==> src/rtl/ram_burst_master.sv <==
// ram_burst_master: drives a falling-edge synchronous RAM with single or burst
// read/write transactions of up to 8 beats at consecutive (wrapping) addresses.
// Optional feature macro: RAM_BURST_MASTER_BURST_EN -- when defined, burst_len
// selects 1..8 beats; when undefined every transaction is a single beat.
module ram_burst_master #(
  parameter int ADDR_W = 5,
  parameter int DATA_W = 32
) (
  input  logic              clock,
  input  logic              reset,
  input  logic              req,
  input  logic              write,
  input  logic [ADDR_W-1:0] start_addr,
  input  logic [2:0]        burst_len,
  output logic              busy,
  input  logic [DATA_W-1:0] wdata,
  input  logic              wdata_valid,
  output logic              wdata_ready,
  output logic [DATA_W-1:0] rdata,
  output logic              rdata_valid,
  output logic              done,
  output logic [ADDR_W-1:0] ram_address,
  output logic [DATA_W-1:0] ram_data_in,
  output logic              ram_we,
  output logic              ram_chip_select,
  input  logic [DATA_W-1:0] ram_data_out
);

  typedef enum logic [1:0] {IDLE, WRITE, READ, DONE} state_t;

  state_t            state, state_nxt;
  logic [ADDR_W-1:0] addr, addr_nxt;        // next beat address to issue
  logic [2:0]        left, left_nxt;        // beats still to issue after the current one
  logic [2:0]        first_len;
  logic              cs_nxt, we_nxt, rvld_nxt;
  logic [ADDR_W-1:0] ram_addr_nxt;
  logic [DATA_W-1:0] ram_din_nxt, rdata_nxt;

`ifdef RAM_BURST_MASTER_BURST_EN
  assign first_len = burst_len;
`else
  logic unused_burst_len;
  assign unused_burst_len = ^burst_len;
  assign first_len        = 3'd0;
`endif

  assign busy        = (state != IDLE);
  assign wdata_ready = (state == WRITE);
  // DONE lasts exactly one cycle, which is the completion pulse.
  assign done        = (state == DONE);

  // State register; reset abandons any burst in progress.
  always_ff @(posedge clock) begin
    if (reset) state <= IDLE;
    else       state <= state_nxt;
  end

  // Next-state and next-register logic for the transaction sequencer.
  always_comb begin
    state_nxt    = state;
    addr_nxt     = addr;
    left_nxt     = left;
    cs_nxt       = 1'b0;
    we_nxt       = 1'b0;
    rvld_nxt     = 1'b0;
    ram_addr_nxt = ram_address;
    ram_din_nxt  = ram_data_in;
    rdata_nxt    = rdata;
    case (state)
      IDLE: begin
        if (req) begin
          left_nxt     = first_len;
          ram_addr_nxt = start_addr;
          if (write) begin
            state_nxt = WRITE;
            addr_nxt  = start_addr;
          end else begin
            // Beat 0 of a read goes out on the accept edge itself.
            state_nxt = READ;
            cs_nxt    = 1'b1;
            addr_nxt  = start_addr + 1'b1;
          end
        end
      end
      WRITE: begin
        // A stall leaves chip select low and the last address on the bus.
        if (wdata_valid) begin
          cs_nxt       = 1'b1;
          we_nxt       = 1'b1;
          ram_addr_nxt = addr;
          ram_din_nxt  = wdata;
          addr_nxt     = addr + 1'b1;
          if (left == 3'd0) state_nxt = DONE;
          else              left_nxt  = left - 3'd1;
        end
      end
      READ: begin
        // The RAM answered the previous beat on the falling edge; capture it.
        rdata_nxt = ram_data_out;
        rvld_nxt  = 1'b1;
        if (left == 3'd0) begin
          state_nxt = DONE;
        end else begin
          cs_nxt       = 1'b1;
          ram_addr_nxt = addr;
          addr_nxt     = addr + 1'b1;
          left_nxt     = left - 3'd1;
        end
      end
      DONE: begin
        state_nxt = IDLE;
      end
      default: begin
        state_nxt = IDLE;
      end
    endcase
  end

  // Registered RAM drive and read capture; all cleared by reset.
  always_ff @(posedge clock) begin
    if (reset) begin
      ram_chip_select <= 1'b0;
      ram_we          <= 1'b0;
      ram_address     <= '0;
      ram_data_in     <= '0;
      rdata           <= '0;
      rdata_valid     <= 1'b0;
    end else begin
      ram_chip_select <= cs_nxt;
      ram_we          <= we_nxt;
      ram_address     <= ram_addr_nxt;
      ram_data_in     <= ram_din_nxt;
      rdata           <= rdata_nxt;
      rdata_valid     <= rvld_nxt;
    end
  end

  // Beat address and beat counter; always reloaded on accept, so no reset.
  always_ff @(posedge clock) begin
    addr <= addr_nxt;
    left <= left_nxt;
  end

endmodule

==> config.mk <==
export PLATFORM = sky130hd
export DESIGN_NAME = ram_burst_master
export DESIGN_NICKNAME = d
export VERILOG_FILES = /design/src/rtl/ram_burst_master.sv
export SDC_FILE = /design/constraint.sdc
export NUM_CORES = 1
export LEC_CHECK = 0
export BUFFER_PORTS_ARGS = -buffer_cell sky130_fd_sc_hd__clkbuf_2
export CORE_UTILIZATION = 46
export DETAILED_ROUTE_END_ITERATION = 7
export GPL_TIMING_DRIVEN = 0
export PLACE_DENSITY = 0.79
export REMOVE_ABC_BUFFERS = 1
export SYNTH_ARGS = -nofsm -noshare
export SYNTH_HDL_FRONTEND = slang
export SYNTH_SLANG_ARGS = --single-unit
==> constraint.sdc <==
create_clock -name clock -period 2.22 [get_ports clock]
set_input_delay 0.444 -clock clock [delete_from_list [all_inputs] [get_ports clock]]
set_output_delay 0.444 -clock clock [all_outputs]
set_load 0.05 [all_outputs]
==> results of run 1 <==
-- Yosys cell counts (all sizes together) --
cell    number
a21oi       39
nor3         1
nor2b        5
a22oi        1
clkbuf      13
xnor2        2
nand2b       2
dfxtp       74
a31oi        1
nand2       68
buf         11
edfxtp       8
o21ai        4
nor2        37
xor2         6
a211oi       7
mux2i       42
ha           9
inv          8
and2         3
a222oi       1
o211a        1
nand3        4
or3          1
-- routing by layer --
layer	wire length (µm)	part of all wire [%]	global-route usage, %	vias up
met5	0	0	0	-
met2	3393	49	32.97	102
met3	493	7.1	4.762	10
li1	-	-	-	1427
met1	2969	43	20.85	1274
met4	113	1.6	9.545	0
-- cell type report --
type | instances | area [µm²] | area share, %
Multi-Input combinational cell | 234 | 1410 | 33.19
Timing Repair Buffer | 150 | 780.7 | 18.37
Sequential cell | 82 | 1722 | 40.52
Clock inverter | 6 | 48.80 | 1.148
Tap cell | 96 | 120.1 | 2.827
Inverter | 8 | 30.03 | 0.7067
Clock buffer | 10 | 137.6 | 3.239
-- power by group through the flow --
| stage | clock (mW) | sequential [mW] | combinational [mW] |
|---|---|---|---|
| final | 0.997 | 2.06 | 2.66 |
| after global routing | 1.10 | 2.10 | 2.87 |
| after CTS | 1.04 | 2.06 | 2.67 |
| after detailed placement | 0 | 2.09 | 2.67 |
| after global placement | 0 | 2.08 | 2.60 |
| after floorplan | 0 | 2.80 | 1.34 |
-- sequential cells by signal, indices dropped and copies added (netlist names) --
signal           flops
rdata_valid          1
left                 3
ram_we               1
ram_data_in         32
rdata               32
addr                 5
ram_address          5
state                2
ram_chip_select      1
-- worst max-delay path, stage by stage (launching register included) --
cell,delay [ns]
dfxtp_1,0.35
inv_1,0.10
ha_2,0.37
nor3_2,0.09
a31oi_1,0.42
and2_2,0.39
-- through the flow --
step	area, µm²	TNS [ns]	util (%)	total power, mW
final	4249	0	62.20	5.713
after global routing	4249	0	62.20	6.061
after CTS	4227	0	61.87	5.768
after detailed placement	4040	0	59.14	4.754
after global placement	4018	-20.92	58.81	4.678
after floorplan	3157	-4.985	-	4.141
-- kinds of logic after synthesis --
| kind of cell | share of synthesized area (%) |
|---|---|
| AND/OR/NAND/NOR | 15.30 |
| flip-flops | 52.64 |
| AO/OA/AOI/OAI | 9.220 |
| multiplexers | 12.85 |
| buffers and inverters | 4.399 |
| adder cells (fa/ha/maj) | 3.443 |
| XOR/XNOR | 2.142 |
-- worst paths after layout --
| check | from | end | depth (start not counted) |
|---|---|---|---|
| hold / removal | wdata[0] | ram_data_in[0] | 3 |
| hold reg to reg | ram_data_in[4] | ram_data_in[4] | 2 |
| setup reg to reg | state[0] | addr[3] | 5 |
| setup / recovery | state[0] | addr[3] | 5 |
==> impl_metrics.py, run 1 <==
metrics = {
    "clock_network": {
        "cts-hold-fix-buffers": 0,
        "post_cts_buffers": 0,
        "clock_latency_ns": 0.34,
        "numCtsBuffers": 9,
        "clk_pin_slew_worst_paths_ns": 0.09,
        "cts_tree": "built",
        "cts-htree-levels": 3,
        "cts-resized-gates": 0,
        "clockBufferDepth": 2,
        "clkSinkCount": 82,
        "cts-root-buf": "clkbuf_8",
    },
    "outcome": {
        "status": "finished, final reports clean",
    },
    "sta": {
        "post-route-period-util_pct": 91.41,
        "period_needed_ns": 2.029,
        "max_slew.worst_pin.slew_ns": 1.068,
        "finalHoldViolations": 0,
        "max_freq_ghz": 0.4928,
        "setup_ws_ns": 0.1908,
        "rsz0062_at_grt": "no",
        "slew_violations": 0,
        "fin_skew_ns": 0.008368,
        "max_slew_margin_pct": 28.65,
        "setup_violations": 0,
        "fin_hold_ws_ns": 0.3124,
    },
    "min_path": {
        "hp-class": "in -> reg",
    },
    "pwr": {
        "p_comb_share_pct": 46.6,
        "p_seq_share_pct": 36.0,
        "intPower_mw": 3.170,
        "power_switching_mw": 2.543,
        "p_leak_nw": 1.924,
        "pwr-share-clk_pct": 17.5,
        "swShare_pct": 44.51,
        "p_per_area_mw_per_mm2": 1345,
        "vdd_ir_drop_max_v": 0.0006929,
    },
    "global_route": {
        "antenna_found_initial": 0,
        "grt_usage_pct": 18.70,
        "grt_pass1_vias": 2517,
        "overflow": 0,
        "grt_pass1_wl_mm": 10.95,
        "grt_max_degree": 75,
    },
    "synth": {
        "synth_top_area_cell": "dfxtp_1",
        "synth.distinct_cells": 27,
        "synth_cells": 348,
        "netlist.area_leader.share_pct": 45.29,
        "synth-seq-cells": 82,
        "syn_area_mm2": 0.003271,
        "yosys-top-cells-area": "dfxtp_1, mux2i_1, nand2_1, edfxtp_1, a21oi_1",
        "yosys_warnings": 0,
        "seq_area_frac_synth_pct": 52.64,
        "avgSynthCellArea_um2": 9.398,
    },
    "layout": {
        "drive_gt1_share_pct": 34.90,
        "layout_commonest_cell": "clkbuf_2",
        "layoutNonFillerInstCount": 586,
        "nets": 571,
        "antenna_cells": 0,
        "layout_common_cells": "clkbuf_2, dfxtp_1, nand2_1",
        "syn_to_final_growth_pct": 29.92,
        "nFillCells": 609,
    },
    "place": {
        "dp_slack_ns": 0.09675,
        "hpwl_mm": 4.964,
        "io_buffers": 148,
        "place_inst": 569,
        "gp_congestion": 0.8034,
    },
    "route": {
        "drt_wl_total_mm": 6.970,
        "viasPerCell": 4.800,
        "remaining_drc_errors": 0,
        "first_pass_iters": 4,
        "first_iter_violations": 80,
        "num_vias": 2813,
        "wl_per_cell_um": 11.89,
        "ant_nets": 0,
    },
    "floorplan": {
        "start_util_pct": 47.88,
        "ios": 152,
        "die_x_um": 86.32,
        "die_h_um": 86.32,
        "num_rows": 30,
        "die-area_mm2": 0.007451,
        "core_area_mm2": 0.006832,
    },
    "setup_path": {
        "worstSetupPathType": "reg -> reg",
        "cp-start-kind": "flip-flop",
        "crit_required_ns": 2.25,
        "reg2reg_slack_ns": 0.19,
        "critPathCaptureType": "flip-flop",
        "cp_max_fo": 10,
        "arrival_ns": 2.06,
    },
    "run": {
        "cap_violations": 0,
    },
}
(Power assumes the default switching activity.)
==> run 2, diff against run 1 <==
--- a/config.mk
+++ b/config.mk
@@ -7,6 +7,7 @@
 export LEC_CHECK = 0
 export BUFFER_PORTS_ARGS = -buffer_cell sky130_fd_sc_hd__clkbuf_2
 export CORE_UTILIZATION = 46
+export CTS_BUF_LIST = sky130_fd_sc_hd__clkbuf_16
 export DETAILED_ROUTE_END_ITERATION = 7
 export GPL_TIMING_DRIVEN = 0
 export PLACE_DENSITY = 0.79
==> run 2 against run 1 <==
  * Largest power group unchanged
  * Clock power is 36% higher
  * Via count increased by 1.1%
  * Non-clock buffer count did not move
  * Cell area is 2.1% higher
  * Register-to-register slack improved by 0.02 ns
==> impl_metrics.py, run 2 (synthesis results as in run 1) <==
metrics = {
    "place": {
        "dp_slack_ns": 0.09675,
        "hpwl_mm": 4.964,
        "place_inst": 569,
        "gp_congestion": 0.8034,
        "io_buffers": 148,
    },
    "route": {
        "first_pass_iters": 4,
        "ant_nets": 0,
        "first_iter_violations": 64,
        "drt_wl_total_mm": 7.057,
        "num_vias": 2844,
        "viasPerCell": 4.853,
        "remaining_drc_errors": 0,
        "wl_per_cell_um": 12.04,
    },
    "clock_network": {
        "clkSinkCount": 82,
        "post_cts_buffers": 0,
        "cts-root-buf": "clkbuf_16",
        "cts-htree-levels": 3,
        "cts-hold-fix-buffers": 0,
        "clockBufferDepth": 2,
        "cts-resized-gates": 0,
        "clock_latency_ns": 0.33,
        "cts_tree": "built",
        "clk_pin_slew_worst_paths_ns": 0.06,
        "numCtsBuffers": 9,
    },
    "min_path": {
        "hp-class": "in -> reg",
        "whs_path_depth": 3,
        "whs_endpoint": "ram_data_in[0]",
        "min-delay-start": "wdata[0]",
    },
    "pwr": {
        "p_per_area_mw_per_mm2": 1400,
        "intPower_mw": 3.489,
        "power_switching_mw": 2.587,
        "p_leak_nw": 1.964,
        "pwr-share-clk_pct": 22.4,
        "vdd_ir_drop_max_v": 0.0006875,
        "p_comb_share_pct": 43.7,
        "total_power_mw": 6.076,
        "swShare_pct": 42.58,
        "p_seq_share_pct": 33.9,
    },
    "setup_path": {
        "cp-start-kind": "flip-flop",
        "cp_slowest_cell": "a31oi_1",
        "critPathCaptureType": "flip-flop",
        "cpLargestDelayFamily": "simple AND/OR/NAND/NOR gates",
        "r2r-end": "addr[4]",
        "reg2reg_slack_ns": 0.21,
        "worstPathBufferInverterCount": 1,
        "cp_cell_sequence": "inv_1 -> ha_2 -> nor3_2 -> a31oi_1 -> and2_2",
        "worstSetupPathType": "reg -> reg",
        "max_stage_delay_ns": 0.41,
        "arrival_ns": 2.03,
        "cp_max_fo": 10,
        "crit_required_ns": 2.23,
        "worstRegToRegCells": 5,
        "rr_startpoint": "state[0]",
    },
    "sta": {
        "slew_violations": 0,
        "max_slew.worst_pin.slew_ns": 1.135,
        "rsz0062_at_grt": "no",
        "max_freq_ghz": 0.4967,
        "fin_hold_ws_ns": 0.3300,
        "post-route-period-util_pct": 90.69,
        "fin_skew_ns": 0.006164,
        "max_slew_margin_pct": 24.31,
        "setup_violations": 0,
        "period_needed_ns": 2.013,
        "setup_ws_ns": 0.2066,
        "finalHoldViolations": 0,
    },
    "layout": {
        "reg.largest.list": "ram_data_in: 32 flops, rdata: 32 flops",
        "layoutNonFillerInstCount": 586,
        "nFillCells": 595,
        "seq_area_mm2": 0.001722,
        "drive_gt1_share_pct": 34.49,
        "syn_to_final_growth_pct": 32.67,
        "antenna_cells": 0,
        "multi_input_area_mm2": 0.001409,
        "nets": 571,
        "layout_common_cells": "clkbuf_2, dfxtp_1, nand2_1",
        "layout_commonest_cell": "clkbuf_2",
    },
    "run": {
        "cap_violations": 0,
    },
    "floorplan": {
        "die-area_mm2": 0.007451,
        "die_x_um": 86.32,
        "ios": 152,
        "start_util_pct": 47.88,
        "core_area_mm2": 0.006832,
        "num_rows": 30,
        "die_h_um": 86.32,
    },
    "global_route": {
        "grt_max_degree": 75,
        "overflow": 0,
        "grt_usage_pct": 18.88,
        "grt_pass1_wl_mm": 11.07,
        "antenna_found_initial": 0,
        "grt_pass1_vias": 2566,
    },
    "outcome": {
        "status": "finished, final reports clean",
    },
}
-- run 2: cell count changes in the layout (fill, tap and decap cells not counted), sizes merged --
cell	before	now
clkinv	2	3
clkbuf	157	156
-- run 2: stage by stage --
| stage | instance area, µm² | TNS, ns | utilization, % |
|---|---|---|---|
| floorplan | 3157 | -4.985 | - |
| global placement | 4018 | -20.92 | 58.81 |
| detailed placement | 4040 | 0 | 59.14 |
| CTS | 4318 | 0 | 63.21 |
| global route | 4339 | 0 | 63.52 |
| finish | 4339 | 0 | 63.52 |
-- run 2: worst min-delay path, cell delays in order --
cell and delay [ns]:
clkbuf_2 0.08, nand2_1 0.04, a21oi_1 0.05
-- run 2: cell type report --
class                           instances  area share (%)
Inverter                                8          0.6920
Timing Repair Buffer                  150           17.99
Tap cell                               96           2.768
Sequential cell                        82           39.68
Clock buffer                            9           5.190
Clock inverter                          7           1.211
Multi-Input combinational cell        234           32.47
-- run 2: power groups by stage --
stage / clock network, mW / logic [mW] / registers (mW)
2_1_floorplan: 0 / 1.34 / 2.80
3_3_place_gp: 0 / 2.60 / 2.08
3_5_place_dp: 0 / 2.67 / 2.09
4_1_cts: 1.40 / 2.67 / 2.06
5_1_grt: 1.46 / 2.87 / 2.10
6_report: 1.36 / 2.66 / 2.06
-- run 2: worst max path at each step --
stage | depth (start not counted) | slack [ns] | to | start
2_1_floorplan | 5 | -0.54 | addr[0] | state[0]
3_3_place_gp | 5 | -1.13 | addr[1] | state[0]
3_5_place_dp | 5 | 0.1 | addr[1] | state[0]
4_1_cts | 5 | 0.08 | addr[1] | state[0]
5_1_grt | 5 | 0.001 | ram_chip_select | state[1]
6_report | 5 | 0.21 | addr[4] | state[0]
-- run 2: per-layer routing --
metal | track usage [%] | wire length, µm | up-vias
li1 | - | - | 1433
met5 | 0 | 0 | -
met2 | 34.05 | 3495 | 100
met4 | 9.545 | 123 | 0
met1 | 20.65 | 2972 | 1301
met3 | 4.476 | 466 | 10
